<file path="src/rtl/count_uart_reporter_pkg.sv">
// count_uart_pkg: shared types and constants for the count UART reporter.
//   tx_state_e      - character serializer states
//   ASCII_*         - character constants used to build the report frame
//   nibble_to_hex   - 4-bit value to uppercase ASCII hex digit
// The PARITY state is only reached when REPORT_PARITY_EN is defined.
package count_uart_pkg;

  typedef enum logic [2:0] {
    IDLE,
    START,
    DATA,
    PARITY,
    STOP
  } tx_state_e;

  localparam logic [7:0] ASCII_CR = 8'h0D;
  localparam logic [7:0] ASCII_LF = 8'h0A;
  localparam logic [7:0] ASCII_0  = 8'h30;
  localparam logic [7:0] ASCII_A  = 8'h41;

  function automatic logic [7:0] nibble_to_hex(input logic [3:0] nib);
    logic [7:0] wide;
    wide = {4'h0, nib};
    if (nib < 4'd10) begin
      return ASCII_0 + wide;
    end
    return ASCII_A + (wide - 8'd10);
  endfunction

endpackage

</file>
<file path="src/rtl/count_uart_reporter_tx_byte.sv">
// uart_tx_byte: serializes one byte onto a UART line.
// Format: start bit (0), 8 data bits LSB first, optional even parity bit
// (REPORT_PARITY_EN), stop bit (1); every bit lasts CLKS_PER_BIT cycles.
// Ports:
//   clk, rst       - clock, asynchronous active-high reset
//   load, data     - byte accepted in any cycle where ready is high
//   ready          - idle, or in the last cycle of a stop bit (allows a
//                    following character with no idle gap)
//   stop_end_next  - next cycle is the last cycle of the stop bit
//   tx             - serial output, idle high
module uart_tx_byte
  import count_uart_pkg::*;
#(
  parameter int unsigned CLKS_PER_BIT = 1250
) (
  input  logic       clk,
  input  logic       rst,
  input  logic       load,
  input  logic [7:0] data,
  output logic       ready,
  output logic       stop_end_next,
  output logic       tx
);

  localparam int unsigned    CW         = $clog2(CLKS_PER_BIT);
  localparam logic [CW-1:0]  CNT_LAST   = CW'(CLKS_PER_BIT - 1);
  localparam logic [CW-1:0]  CNT_PENULT = CW'(CLKS_PER_BIT - 2);

  tx_state_e     state_q, state_d;
  logic [CW-1:0] cnt_q, cnt_d;
  logic [3:0]    bit_idx_q, bit_idx_d;
  logic [7:0]    shreg_q, shreg_d;
  logic          tx_q, tx_d;
`ifdef REPORT_PARITY_EN
  logic          par_q, par_d;
`endif

  logic bit_end;
  assign bit_end = (cnt_q == CNT_LAST);

  always_comb begin
    state_d   = state_q;
    cnt_d     = cnt_q;
    bit_idx_d = bit_idx_q;
    shreg_d   = shreg_q;
    tx_d      = tx_q;
`ifdef REPORT_PARITY_EN
    par_d     = par_q;
`endif
    if (state_q != IDLE) begin
      cnt_d = bit_end ? '0 : cnt_q + CW'(1);
    end

    case (state_q)
      IDLE: begin
        tx_d = 1'b1;
        if (load) begin
          state_d = START;
          tx_d    = 1'b0;
          cnt_d   = '0;
          shreg_d = data;
`ifdef REPORT_PARITY_EN
          par_d   = ^data;
`endif
        end
      end
      START: begin
        if (bit_end) begin
          state_d   = DATA;
          bit_idx_d = '0;
          tx_d      = shreg_q[0];
        end
      end
      DATA: begin
        if (bit_end) begin
          if (bit_idx_q == 4'd7) begin
`ifdef REPORT_PARITY_EN
            state_d = PARITY;
            tx_d    = par_q;
`else
            state_d = STOP;
            tx_d    = 1'b1;
`endif
          end else begin
            bit_idx_d = bit_idx_q + 4'd1;
            shreg_d   = {1'b0, shreg_q[7:1]};
            tx_d      = shreg_q[1];
          end
        end
      end
`ifdef REPORT_PARITY_EN
      PARITY: begin
        if (bit_end) begin
          state_d = STOP;
          tx_d    = 1'b1;
        end
      end
`endif
      STOP: begin
        if (bit_end) begin
          // A byte offered on the final stop cycle starts immediately.
          if (load) begin
            state_d = START;
            tx_d    = 1'b0;
            shreg_d = data;
`ifdef REPORT_PARITY_EN
            par_d   = ^data;
`endif
          end else begin
            state_d = IDLE;
            tx_d    = 1'b1;
          end
        end
      end
      default: begin
        state_d = IDLE;
        tx_d    = 1'b1;
      end
    endcase
  end

  always_ff @(posedge clk or posedge rst) begin
    if (rst) begin
      state_q   <= IDLE;
      cnt_q     <= '0;
      bit_idx_q <= '0;
      shreg_q   <= '0;
      tx_q      <= 1'b1;
`ifdef REPORT_PARITY_EN
      par_q     <= 1'b0;
`endif
    end else begin
      state_q   <= state_d;
      cnt_q     <= cnt_d;
      bit_idx_q <= bit_idx_d;
      shreg_q   <= shreg_d;
      tx_q      <= tx_d;
`ifdef REPORT_PARITY_EN
      par_q     <= par_d;
`endif
    end
  end

  assign ready         = (state_q == IDLE) || ((state_q == STOP) && bit_end);
  assign stop_end_next = (state_q == STOP) && (cnt_q == CNT_PENULT);
  assign tx            = tx_q;

endmodule

</file>
<file path="src/rtl/count_uart_reporter.sv">
// count_uart_reporter: reports an 8-bit counter value over UART whenever it
// changes, as two uppercase hex characters followed by CR LF.
// Optional even parity per character with REPORT_PARITY_EN.
// Ports:
//   hw_clk     - system clock
//   rst        - asynchronous active-high reset
//   value      - counter value to report (may show multi-bit skew)
//   uart_tx    - UART serial line, idle high
//   busy       - high while a frame is in progress
//   frame_done - one-cycle pulse on the last cycle of the final stop bit
module count_uart_reporter
  import count_uart_pkg::*;
#(
  parameter int unsigned CLK_HZ       = 12000000,
  parameter int unsigned BAUD         = 9600,
  parameter int unsigned CLKS_PER_BIT = CLK_HZ / BAUD
) (
  input  logic       hw_clk,
  input  logic       rst,
  input  logic [7:0] value,
  output logic       uart_tx,
  output logic       busy,
  output logic       frame_done
);

  logic [7:0] v_q, v_d;
  logic [7:0] last_sent_q, last_sent_d;
  logic [7:0] snapshot_q, snapshot_d;
  logic       primed_q, primed_d;
  logic       busy_q, busy_d;
  logic       frame_done_q, frame_done_d;
  logic [1:0] char_idx_q, char_idx_d;

  logic       tx_ready;
  logic       tx_stop_end_next;
  logic       tx_load;
  logic [7:0] tx_data;
  logic       stable;
  logic       trigger;

  function automatic logic [7:0] char_byte(input logic [1:0] idx,
                                           input logic [7:0] snap);
    case (idx)
      2'd0:    return nibble_to_hex(snap[7:4]);
      2'd1:    return nibble_to_hex(snap[3:0]);
      2'd2:    return ASCII_CR;
      default: return ASCII_LF;
    endcase
  endfunction

  // Two equal consecutive samples reject transient skew on value.
  assign stable  = (value == v_q);
  assign trigger = !busy_q && tx_ready && stable &&
                   (!primed_q || (v_q != last_sent_q));

  always_comb begin
    v_d          = value;
    last_sent_d  = last_sent_q;
    snapshot_d   = snapshot_q;
    primed_d     = primed_q;
    busy_d       = busy_q;
    char_idx_d   = char_idx_q;
    frame_done_d = 1'b0;
    tx_load      = 1'b0;
    tx_data      = '0;

    if (trigger) begin
      // First character comes straight from v_q so the start bit is
      // driven on the very next cycle.
      tx_load     = 1'b1;
      tx_data     = char_byte(2'd0, v_q);
      snapshot_d  = v_q;
      last_sent_d = v_q;
      primed_d    = 1'b1;
      busy_d      = 1'b1;
      char_idx_d  = 2'd0;
    end else if (busy_q) begin
      if (tx_ready) begin
        if (char_idx_q != 2'd3) begin
          tx_load    = 1'b1;
          tx_data    = char_byte(char_idx_q + 2'd1, snapshot_q);
          char_idx_d = char_idx_q + 2'd1;
        end else begin
          busy_d = 1'b0;
        end
      end
      // Registered one cycle early so the pulse lands on the final stop cycle.
      frame_done_d = tx_stop_end_next && (char_idx_q == 2'd3);
    end
  end

  always_ff @(posedge hw_clk or posedge rst) begin
    if (rst) begin
      v_q          <= '0;
      last_sent_q  <= '0;
      snapshot_q   <= '0;
      primed_q     <= 1'b0;
      busy_q       <= 1'b0;
      frame_done_q <= 1'b0;
      char_idx_q   <= '0;
    end else begin
      v_q          <= v_d;
      last_sent_q  <= last_sent_d;
      snapshot_q   <= snapshot_d;
      primed_q     <= primed_d;
      busy_q       <= busy_d;
      frame_done_q <= frame_done_d;
      char_idx_q   <= char_idx_d;
    end
  end

  uart_tx_byte #(
    .CLKS_PER_BIT (CLKS_PER_BIT)
  ) u_tx (
    .clk           (hw_clk),
    .rst           (rst),
    .load          (tx_load),
    .data          (tx_data),
    .ready         (tx_ready),
    .stop_end_next (tx_stop_end_next),
    .tx            (uart_tx)
  );

  assign busy       = busy_q;
  assign frame_done = frame_done_q;

endmodule

</file>
<file path="config.mk">
export PLATFORM = sky130hd
export DESIGN_NAME = count_uart_reporter
export DESIGN_NICKNAME = d
export VERILOG_FILES = /design/src/rtl/count_uart_reporter_pkg.sv /design/src/rtl/count_uart_reporter_tx_byte.sv /design/src/rtl/count_uart_reporter.sv
export SDC_FILE = /design/constraint.sdc
export NUM_CORES = 1
export LEC_CHECK = 0
export BUFFER_PORTS_ARGS = -buffer_cell sky130_fd_sc_hd__buf_2
export CAP_MARGIN = 20
export CORE_MARGIN = 2
export CORE_UTILIZATION = 40
export CTS_BUF_LIST = sky130_fd_sc_hd__clkbuf_4
export CTS_CLUSTER_SIZE = 12
export DETAILED_ROUTE_END_ITERATION = 8
export GPL_ROUTABILITY_DRIVEN = 0
export PLACE_DENSITY = 0.6
export SLEW_MARGIN = 20
export SYNTH_ARGS = -nofsm -noshare
export SYNTH_HDL_FRONTEND = slang
export SYNTH_SLANG_ARGS = --single-unit
</file>
<file path="constraint.sdc">
create_clock -name hw_clk -period 3.6 [get_ports hw_clk]
set_input_delay 1.08 -clock hw_clk [delete_from_list [all_inputs] [get_ports hw_clk]]
set_output_delay 1.08 -clock hw_clk [all_outputs]
set_load 0.01 [all_outputs]
</file>
After elaboration in Yosys (flattened, before gate mapping)
Index checks and enable logic that the tools add are counted.
Storage, ports and cells
  logic and storage cells: 131
  output and inout bits: 3
  register bits after elaboration: 48
Operators by class
  equal/unequal tests: 18
  mux-type cells: 64
  reduce and logical (&&, ||, !) cells: 23
  add/sub/neg operators: 12
  magnitude comparators: 3
Operators with widths (number)
  2-to-1 mux 8 bit: 14
  one-hot mux 8 bit (3 select lines): 2
  2-to-1 mux 11 bit: 4
  2-to-1 mux 1 bit: 29
  adder 7 x 8 -> 8 bit (first input constant): 3
  equality test 11 bit (second input constant): 2
  adder 6 x 4 -> 7 bit (first input constant): 3
  2-to-1 mux 3 bit: 5
  subtractor 4 x 4 -> 5 bit (second input constant): 3
  < comparator 4 bit (second input constant): 3
  2-to-1 mux 4 bit: 3
  one-hot mux 3 bit (4 select lines): 1
  adder 11 x 1 -> 11 bit (second input constant): 1
  equality test 8 bit: 1
  2-to-1 mux 2 bit: 4
  inequality test 2 x 1 -> 1 bit (second input constant): 4
  inequality test 8 bit: 1
  one-hot mux 4 bit (2 select lines): 1
  AND reduction 4 bit: 2
  nonzero test 2 bit: 4
  logical AND 1 bit: 6
  inequality test 2 bit (second input constant): 3
  AND reduction 3 bit: 2
  nonzero test 3 bit: 2
  other kinds (14): 17

Logic depth before layout (Yosys ltp)
Gate-level depths: netlist (run 1).
  depth in word-level cells: 16
  mapped depth: 10
  gate-level depth less buffers: 10

By module
A second synthesis (run 1) with hierarchy kept.
Second synthesis, totals
  cells, all modules: 320
  area, all modules: 3086.7 µm²
Modules (own cells, without submodules)
  uart_tx_byte: seq. area each 676.9 µm², area each 1630.3 µm², cells each 174, times used 1
  count_uart_reporter: seq. area each 525.5 µm², area each 1456.4 µm², cells each 146, times used 1

Worst setup path after synthesis (run 1)
OpenSTA, ideal clock, no wires.
  path kind: input-to-reg
  start: in value[7]
  end: reg u_tx.shreg_q[0]
  path slack: 0.829 ns
  arrival: 2.646 ns
  stages on the path: 6
  cell sequence: xnor2_1 -> nand4_1 -> or4_4 -> nor3b_4 -> nand3b_4 -> mux2_4
On the way
  cells in the longest elaborated chain, start to end: 7
Ends and longest elaborated chain
  start, declared: RTL line count_uart_reporter.sv:20  | input logic [7:0] value,
  equality test 8 bit (*): RTL line count_uart_reporter.sv:52  | assign stable = (value == v_q);
  logical AND 1 bit (*) (2 in series): RTL line count_uart_reporter.sv:53  | assign trigger = !busy_q && tx_ready && stable &&
  2-to-1 mux 8 bit or 2-to-1 mux 1 bit (tied branches): RTL line count_uart_reporter.sv:67  | if (trigger) begin
  2-to-1 mux 8 bit (*): RTL line count_uart_reporter_tx_byte.sv:57, count_uart_reporter_tx_byte.sv:102
  2-to-1 mux 8 bit: RTL line count_uart_reporter_tx_byte.sv:100  | if (bit_end) begin
  one-hot mux 8 bit (3 select lines) (*): RTL line count_uart_reporter_tx_byte.sv:54  | case (state_q)
  end signal, assigned: RTL line count_uart_reporter_tx_byte.sv:136  | shreg_q <= shreg_d;
  end, declared: RTL line count_uart_reporter_tx_byte.sv:32  | logic [7:0] shreg_q, shreg_d;
Mark *: on every way between the ends. The rest lies on a longest branch, timed or not. The select of a mux whose other input is x is not followed.
A chain may end at the register's enable or synchronous reset.

Worst setup path in the final report (run 1)
  start: in value[7]
  end: reg u_tx.shreg_q[4]
The elaborated chain is that of the path after synthesis.

==> results of run 1 <==
==> flip-flops by register name, summed over array words and instances (netlist names) <==
| signal | count |
|---|---|
| u_tx.shreg_q | 7 |
| primed_q | 1 |
| char_idx_q | 2 |
| frame_done | 1 |
| u_tx.tx | 1 |
| u_tx.state_q | 3 |
| busy | 1 |
| u_tx.bit_idx_q | 4 |
| u_tx.cnt_q | 11 |
| v_q | 8 |
| snapshot_q | 8 |
==> per-stage QoR <==
stage,util (%),area [µm²],hold WS [ns]
2_1_floorplan,-,2920,0.443
3_3_place_gp,42.8,3070,0.471
3_5_place_dp,42.8,3070,0.470
4_1_cts,43.6,3130,0.500
5_1_grt,43.6,3130,0.522
6_report,43.6,3130,0.497
==> power by group <==
group | internal [mW] | total (mW) | leakage, nW | switching (mW)
registers | 0.533 | 0.540 | 0.583 | 0.00734
clock network | 0.0813 | 0.254 | 0.0331 | 0.173
logic | 0.0209 | 0.0495 | 0.822 | 0.0286
total | 0.635 | 0.844 | 1.44 | 0.209
==> layout make-up <==
class | count | area, µm²
clock buffers | 6 | 45.0
inverters | 19 | 72.6
repair buffers | 16 | 90.1
fillers | 707 | 4050
clock inverters | 2 | 8.76
flip-flops and latches | 47 | 1180
multi-input cells | 222 | 1610
well taps | 99 | 124
==> worst max-delay path by stage <==
| stage | to | start |
|---|---|---|
| final | u_tx.shreg_q[4] | value[7] |
| after global routing | u_tx.shreg_q[2] | value[7] |
| after CTS | u_tx.shreg_q[4] | value[7] |
| after detailed placement | u_tx.shreg_q[2] | value[7] |
| after global placement | u_tx.shreg_q[0] | value[7] |
| after floorplan | u_tx.shreg_q[0] | value[7] |
==> routing by layer <==
layer,track usage [%],vias to the layer above,routed length (µm)
met5,0,-,0
met4,5.70,0,89
met3,3.14,7,204
met2,26.3,29,2640
met1,19.7,997,2660
li1,-,1092,-
==> logic make-up after synthesis <==
group | after synthesis | synth area share, %
muxes | 14 | 5.48
buffers and inverters | 31 | 4.58
xor gates and xnor gates | 27 | 8.09
AOI/OAI and AO/OA | 72 | 16.4
DFF | 47 | 40.3
adders and majority gates | 16 | 6.85
and+or+nand+nor | 93 | 18.3
==> worst max-delay path, stage by stage <==
cell	delay (ns)
buf_2	0.11
xnor2_1	0.15
nand4_1	0.11
or4_4	0.56
nor3b_4	0.38
nand3b_4	0.29
mux2_4	0.31
==> cell usage in the layout, fill, tap and decap left out, drive strengths merged, types with 2 or more instances in the layout <==
cell     n
inv     18
a221o    4
nand3b   5
a22o     2
nand4    4
nor4     3
o21a     3
a21boi   2
or3      2
xnor2   13
mux2i    7
nor2    16
o31ai    3
and4     2
xor2    14
o21ai   20
and3     4
clkbuf   6
a21oi   16
nor3b    2
ha      16
nand3    8
nand2b   2
clkinv   3
nand2   32
nor2b    3
buf     16
a32o     2
and2     2
a31oi    7
dfrtp   46
mux2     7
nand4b   2
o22ai    3
and4bb   2
==> impl_metrics.tcl, run 1 <==
set metrics [dict create \
    placedCellCount 403 \
    crit_path_start_kind "input port" \
    p_leak_nw 1.44 \
    hold_viol 0 \
    avgSynthCellArea_um2 9.74 \
    drt_wl_total_mm 5.60 \
    synthDistinctLibCells 60 \
    synth_top_area_cell "dfrtp_1" \
    synth_top_area_share_pct 39.4 \
    max_cap_violations 0 \
    synth_ff_type "dfrtp_1" \
    die_x_um 89.5 \
    grt_max_degree 48 \
    rsz0062_at_grt "false" \
    synth_area_leaders "dfrtp_1 (39%), ha_1 (6.9%), xor2_1 (4.2%), nand2_1 (4.1%), xnor2_1 (3.9%)" \
    r2r_end "u_tx.shreg_q[4]" \
    ir_worst_vdd_uv 153 \
    min_period_ns 2.73 \
    grt-ovfl-total 0 \
    fin_cells 411 \
    hold_depth 1 \
    port_buffers 12 \
    cts.reportedPaths.clkPinSlew_ns 0.13 \
    clock_skew_ns 0.0199 \
    core-area_um2 7180 \
    power_density_nw_per_um2 270 \
    yosys_warnings 0 \
    start_util_pct 40.7 \
    total_power_mw 0.844 \
    crit_type "in2reg" \
    async_flop_share_pct 100 \
    synth-edff-count 0 \
    row_count 31 \
    drc_errors 0 \
    syn_nets 326 \
    grt_usage_pct 15.6 \
    drtIter0Drc 92 \
    slew_headroom_pct 45.2 \
    numCtsBuffers 5 \
    holdBufCountCts 0 \
    worst_pin_slew_ns 0.821 \
    hpwl_mm 4.05 \
    setup_violations 0 \
    vias 2125 \
    crit_required_ns 3.87 \
    fp.dieArea_um2 8000 \
    flow.area_growth_from_synthesis_pct 7.07 \
    hold_end "primed_q" \
    yosysMostFrequentCell "dfrtp_1" \
    run_status "complete, no violations" \
    reg2reg_depth 6 \
    ys_top_cells_by_count "dfrtp_1 (46), nand2_1 (32), inv_1 (19), o21ai_0 (19)" \
    synth.cell_area_um2 2920 \
    chipHeight_um 89.5 \
    r2r_slack_ns 1.07 \
    dr.pass1.iters 4 \
    insertion_delay_ns 0.38 \
    antenna_found_initial 0 \
    clockRootBuffer "clkbuf_4" \
    drive_above_1_share_pct 14.7 \
    maxSlewViolCount 0 \
    worst_ep_arrival_time_ns 3.00 \
    fin_ws_ns 0.870 \
    diodes 0 \
    cts-resized-gates 0 \
    pre_cts_ws_ns 0.429 \
    min_from "primed_q" \
    cts_setup_buffers 0 \
    hp-class "reg2reg" \
    synth-seq-area-share_pct 40.3 \
    io_pins 13 \
    nNetsFinal 337 \
    cts_max_level 2 \
    fin_crit_sh_pct 75.8 \
    setup-tns-final_ns 0 \
    clockBufferDepth 2 \
    vias_per_cell 5.17 \
    ant_nets 0 \
    cp-end-kind "flop" \
    cts_tree "built" \
    numClockSinks 47 \
    ys_ff_latch 47 \
    wl_per_cell_um 13.6 \
    reg2reg_from "u_tx.cnt_q[9]" \
    synth_cells 300 \
    path_max_fanout 9 \
    max_freq_ghz 0.366 \
    grt_pass1_wl_mm 9.61 \
    grt_pass1_vias 2057 \
]
Note: power is estimated with default switching activity, not from simulation.
==> run 2: changes to the inputs <==
--- a/config.mk
+++ b/config.mk
@@ -13,7 +13,7 @@
 export CTS_CLUSTER_SIZE = 12
 export DETAILED_ROUTE_END_ITERATION = 8
 export GPL_ROUTABILITY_DRIVEN = 0
-export PLACE_DENSITY = 0.6
+export PLACE_DENSITY = 0.62
 export SLEW_MARGIN = 20
 export SYNTH_ARGS = -nofsm -noshare
 export SYNTH_HDL_FRONTEND = slang
==> constraint.sdc (replaced) <==
create_clock -name hw_clk -period 2.3 [get_ports hw_clk]
set_input_delay 0.69 -clock hw_clk [delete_from_list [all_inputs] [get_ports hw_clk]]
set_output_delay 0.69 -clock hw_clk [all_outputs]
set_load 0.01 [all_outputs]
==> run 2 against run 1 <==
Against the previous run:
- die area did not move
- sequential cell count stayed put
- worst setup slack got worse by 0.80 ns
- via count grew 6.6%
- design area increased by 8.5%
- clock-buffer cell count unchanged
- power increased by 57%
- critical endpoint is now u_tx.shreg_q[2]
- largest cell class unchanged
- largest power group unchanged
- highest routed layer unchanged
==> impl_metrics.tcl, run 2 (synthesis gave the netlist of run 1 again) <==
set metrics [dict create \
    diodes 0 \
    min_period_ns 2.23 \
    path_buf_inv 0 \
    holdBufCountCts 0 \
    fin_ws_ns 0.0674 \
    crit_path_start_kind "flop" \
    ir_worst_vdd_uv 280 \
    hold_viol 0 \
    hpwl_mm 4.50 \
    flow.area_growth_from_synthesis_pct 16.2 \
    pre_cts_ws_ns -0.189 \
    port_buffers 12 \
    numClockSinks 47 \
    power_density_nw_per_um2 390 \
    path_cells "and4bb_2, nand4b_4, a211o_4, nor3b_4, nand3b_4, mux2_4" \
    clock_skew_ns 0.00989 \
    nNetsFinal 365 \
    final_common_cell "dfrtp_1" \
    grt_max_degree 20 \
    hp-class "in2async" \
    start_util_pct 40.7 \
    grt-ovfl-total 0 \
    slowest_stage "dfrtp_2" \
    regArea_um2 1180 \
    drive_above_1_share_pct 23.8 \
    vias 2266 \
    drtIter0Drc 63 \
    top_register "u_tx.cnt_q" \
    reg_top3 "u_tx.cnt_q: 11 flops, snapshot_q: 8 flops, v_q: 8 flops" \
    drc_errors 0 \
    rsz0062_at_grt "true" \
    row_count 31 \
    drt_wl_total_mm 6.07 \
    crit_type "reg2reg" \
    path_max_fanout 7 \
    worst_ep_arrival_time_ns 2.48 \
    max_cap_violations 0 \
    setup_violations 0 \
    total_power_mw 1.32 \
    cts_max_level 2 \
    wl_per_cell_um 13.8 \
    crit_family "simple AND/OR/NAND/NOR gates" \
    maxSlewViolCount 0 \
    fp.dieArea_um2 8000 \
    ant_nets 0 \
    hold_slack_ns 0.285 \
    p_leak_nw 1.60 \
    layout_common_cells "dfrtp_1 (44), nand2_1 (32), buf_4 (29), o21ai_0 (19), inv_1 (18)" \
    slew_headroom_pct 73.7 \
    clockBufferDepth 2 \
    largest_register_ffs 11 \
    multi_input_area_um2 1650 \
    antenna_found_initial 0 \
    io_pins 13 \
    insertion_delay_ns 0.36 \
    grt_usage_pct 16.7 \
    cts_tree "built" \
    core-area_um2 7180 \
    max_freq_ghz 0.448 \
    max_stage_delay_ns 0.45 \
    numCtsBuffers 5 \
    die_x_um 89.5 \
    grt_pass1_vias 2169 \
    grt_pass1_wl_mm 10.3 \
    cp-end-kind "flop" \
    worst_pin_slew_ns 0.391 \
    fillers 708 \
    dr.pass1.iters 4 \
    fin_crit_sh_pct 97.1 \
    cts.reportedPaths.clkPinSlew_ns 0.14 \
    clockRootBuffer "clkbuf_4" \
    run_status "complete, no violations" \
    vias_per_cell 5.16 \
    chipHeight_um 89.5 \
    crit_required_ns 2.55 \
]
==> run 2: cell types whose count changed in the layout (fill, tap and decap cells not counted), moves of 2 or more <==
cell | previous run | this run
clkinv_2 | 2 | 0
buf_4 | 4 | 29
xnor2_1 | 13 | 10
dfrtp_2 | 0 | 2
xnor2_2 | 0 | 3
dfrtp_1 | 46 | 44
buf_6 | 0 | 2
==> run 2: where the power goes <==
| part | internal, mW | switching [mW] |
|---|---|---|
| logic | 0.0415 | 0.0491 |
| registers | 0.834 | 0.0102 |
| clock network | 0.126 | 0.262 |
==> run 2: per-stage QoR <==
| step | setup TNS [ns] | cells | util (%) | area, µm² |
|---|---|---|---|---|
| 2_1_floorplan | -0.147 | 300 | - | 2940 |
| 3_3_place_gp | -3.18 | 421 | 45.2 | 3240 |
| 3_5_place_dp | -3.79 | 421 | 45.2 | 3240 |
| 4_1_cts | 0 | 429 | 46.0 | 3300 |
| 5_1_grt | -0.181 | 439 | 47.3 | 3390 |
| 6_report | 0 | 439 | 47.3 | 3390 |
==> run 2: metal layers <==
layer / wire length (µm) / global-route usage [%]
met1: 2930 / 22.5
met2: 2870 / 27.0
met3: 181 / 3.05
met4: 87 / 5.56
met5: 0 / 0
==> run 2: final timing paths <==
check / end / slack [ns] / cells past startpoint / from
min: v_q[1] / 0.29 / 2 / rst
max: u_tx.shreg_q[2] / 0.07 / 6 / u_tx.cnt_q[8]
max in group asynchronous: u_tx.tx / 1.39 / 3 / rst
min reg2reg: u_tx.cnt_q[10] / 0.50 / 1 / u_tx.cnt_q[10]
max reg2reg: u_tx.shreg_q[2] / 0.07 / 6 / u_tx.cnt_q[8]
min in group hw_clk: v_q[3] / 0.44 / 1 / value[3]
==> run 2: what timing repair did <==
item,CTS,global route
buffers inserted,0,10
pin swaps,0,7
gates resized for setup,2,6
setup endpoints to repair,5,22
gates cloned,0,0
hold endpoints to repair,0,0
==> run 2: final cells by class <==
type / count / share of cell area, %
Tap cell: 99 / 3.65
Timing Repair Buffer: 44 / 9.44
Sequential cell: 47 / 34.8
Inverter: 19 / 2.10
Clock inverter: 2 / 0.221
Multi-Input combinational cell: 222 / 48.5
Clock buffer: 6 / 1.33
==> run 3: changes to the inputs <==
--- a/config.mk
+++ b/config.mk
@@ -9,11 +9,12 @@
 export CAP_MARGIN = 20
 export CORE_MARGIN = 2
 export CORE_UTILIZATION = 40
-export CTS_BUF_LIST = sky130_fd_sc_hd__clkbuf_4
+export CTS_BUF_LIST = sky130_fd_sc_hd__clkbuf_8
 export CTS_CLUSTER_SIZE = 12
 export DETAILED_ROUTE_END_ITERATION = 8
 export GPL_ROUTABILITY_DRIVEN = 0
 export PLACE_DENSITY = 0.62
+export SKIP_LAST_GASP = 1
 export SLEW_MARGIN = 20
 export SYNTH_ARGS = -nofsm -noshare
 export SYNTH_HDL_FRONTEND = slang
==> run 3 against run 2 <==
Against the previous run:
- sequential share of layout area shrank 0.55 points
- utilization grew 0.77 points
- register-to-register slack gained 0.02 ns
- clock-buffer cell count grew 1
- clock skew shrank 0.0028 ns
- clock power grew 41%
- worst hold slack gained 0.074 ns
==> impl_metrics.tcl, run 3 (synthesis gave the netlist of run 1 again) <==
set metrics [dict create \
    reg2reg_from "u_tx.cnt_q[8]" \
    port_buffers 12 \
    numCtsBuffers 5 \
    hold_viol 0 \
    ir_worst_vdd_uv 255 \
    r2r_slack_ns 0.09 \
    place_area_um2 3240 \
    cts_tree "built" \
    cp-end-kind "flop" \
    max_stage_delay_ns 0.43 \
    wl_per_cell_um 13.8 \
    ant_nets 0 \
    fp.dieArea_um2 8000 \
    drt_wl_total_mm 6.08 \
    run_status "complete, no violations" \
    worst_pin_slew_ns 0.393 \
    layout_common_cells "dfrtp_1 (44), nand2_1 (32), buf_4 (30), inv_1 (19), o21ai_0 (19)" \
    p_comb_share_pct 6.1 \
    drtIter0Drc 64 \
    path_buf_inv 0 \
    slowest_stage "dfrtp_2" \
    final_common_cell "dfrtp_1" \
    nNetsFinal 366 \
    grt-ovfl-total 0 \
    row_count 31 \
    reg2reg_depth 6 \
    grt_max_degree 20 \
    crit_path_start_kind "flop" \
    clockRootBuffer "clkbuf_8" \
    clockBufferDepth 2 \
    worst_ep_arrival_time_ns 2.40 \
    fin_cells 440 \
    internal-power_mw 1.14 \
    final_area_um2 3450 \
    p_sw_mw 0.338 \
    grt_pass1_wl_mm 10.3 \
    crit_type "reg2reg" \
    seq_power_share_pct 56.9 \
    vias 2245 \
    min_period_ns 2.21 \
    path_max_fanout 7 \
    insertion_delay_ns 0.30 \
    largest_register_ffs 11 \
    hpwl_mm 4.50 \
    fin_crit_sh_pct 96.2 \
    setup_violations 0 \
    core-area_um2 7180 \
    clock_skew_ns 0.00708 \
    drc_errors 0 \
    clkPwrFrac_pct 37.0 \
    io_pins 13 \
    p_leak_nw 1.63 \
    finish.utilization_pct 48.1 \
    flow.area_growth_from_synthesis_pct 18.1 \
    start_util_pct 40.7 \
    hp-class "in2async" \
    grt_pass1_vias 2180 \
    crit_family "simple AND/OR/NAND/NOR gates" \
    rsz0062_at_grt "true" \
    power_density_nw_per_um2 430 \
    top_register "u_tx.cnt_q" \
    antenna_found_initial 0 \
    cts.reportedPaths.clkPinSlew_ns 0.09 \
    grt_usage_pct 16.7 \
    max_cap_violations 0 \
    crit_required_ns 2.49 \
    maxSlewViolCount 0 \
    r2r_end "u_tx.shreg_q[2]" \
    reg_top3 "u_tx.cnt_q: 11 flops, snapshot_q: 8 flops, v_q: 8 flops" \
    drive_above_1_share_pct 24.3 \
    switching_share_pct 22.8 \
    numClockSinks 47 \
    path_cells "and4bb_2, nand4b_4, a211o_4, nor3b_4, nand3b_4, mux2_4" \
    cts_max_level 2 \
    placedCellCount 421 \
    max_freq_ghz 0.452 \
    slew_headroom_pct 73.6 \
    dr.pass1.iters 4 \
    setup-tns-final_ns 0 \
    vias_per_cell 5.10 \
    diodes 0 \
    chipHeight_um 89.5 \
    die_x_um 89.5 \
]
-- run 3: cell count changes in the layout (fill, tap and decap cells not counted) --
cell and change:
inv_1 +1, clkbuf_4 -6, clkbuf_8 +7, buf_4 +1, clkinv_1 -2
-- run 3: area by class of cell --
class	count	area, µm²
fillers	707	3730
multi-input cells	222	1650
flip-flops and latches	47	1180
repair buffers	45	328
well taps	99	124
clock buffers	7	96.3
inverters	19	71.3
clock inverters	1	3.75
-- run 3: worst max-delay path by stage --
stage | startpoint | to | slack [ns] | cells after the start
final | u_tx.cnt_q[8] | u_tx.shreg_q[2] | 0.09 | 6
after global routing | u_tx.cnt_q[9] | u_tx.shreg_q[2] | -0.02 | 6
after detailed placement | value[5] | snapshot_q[4] | -0.19 | 7
after global placement | value[4] | snapshot_q[7] | -0.16 | 7
after floorplan | value[6] | u_tx.shreg_q[0] | -0.05 | 6
after CTS | u_tx.cnt_q[9] | snapshot_q[4] | 0.007 | 6
-- run 3: worst reg2reg max path: cells and delay by family, from the launching register on --
kind / cells / cell delay (ns)
simple gates: 4 / 0.98
flops: 1 / 0.43
compound gates: 1 / 0.39
mux: 1 / 0.31
-- run 3: repair_timing --
item	in CTS	in global routing
hold buffers	0	0
setup buffers	0	11
setup endpoints to repair	3	19
pin swaps	0	7
resized for setup	1	7
-- run 3: stage by stage --
stage	hold slack, ns	power [mW]	setup WS (ns)
after detailed placement	0.481	0.951	-0.189
final	0.360	1.48	0.0872
after floorplan	0.443	0.919	-0.0490
after global routing	0.390	1.56	-0.0202
after global placement	0.468	0.950	-0.162
after CTS	0.365	1.51	0.00671
-- run 3: power groups by stage --
stage          logic, mW  clock network, mW  registers [mW]
2_1_floorplan     0.0620                  0           0.857
3_3_place_gp      0.0901                  0           0.860
3_5_place_dp      0.0913                  0           0.860
4_1_cts           0.0922              0.574           0.843
5_1_grt            0.104              0.607           0.845
6_report          0.0905              0.549           0.843
-- run 3: routing by layer --
| metal | wire length (µm) | GRT usage, % | up-vias |
|---|---|---|---|
| li1 | - | - | 1149 |
| met1 | 2920 | 22.7 | 1061 |
| met2 | 2910 | 27.0 | 29 |
| met3 | 173 | 3.32 | 6 |
| met4 | 72 | 5.16 | 0 |
| met5 | 0 | 0 | - |
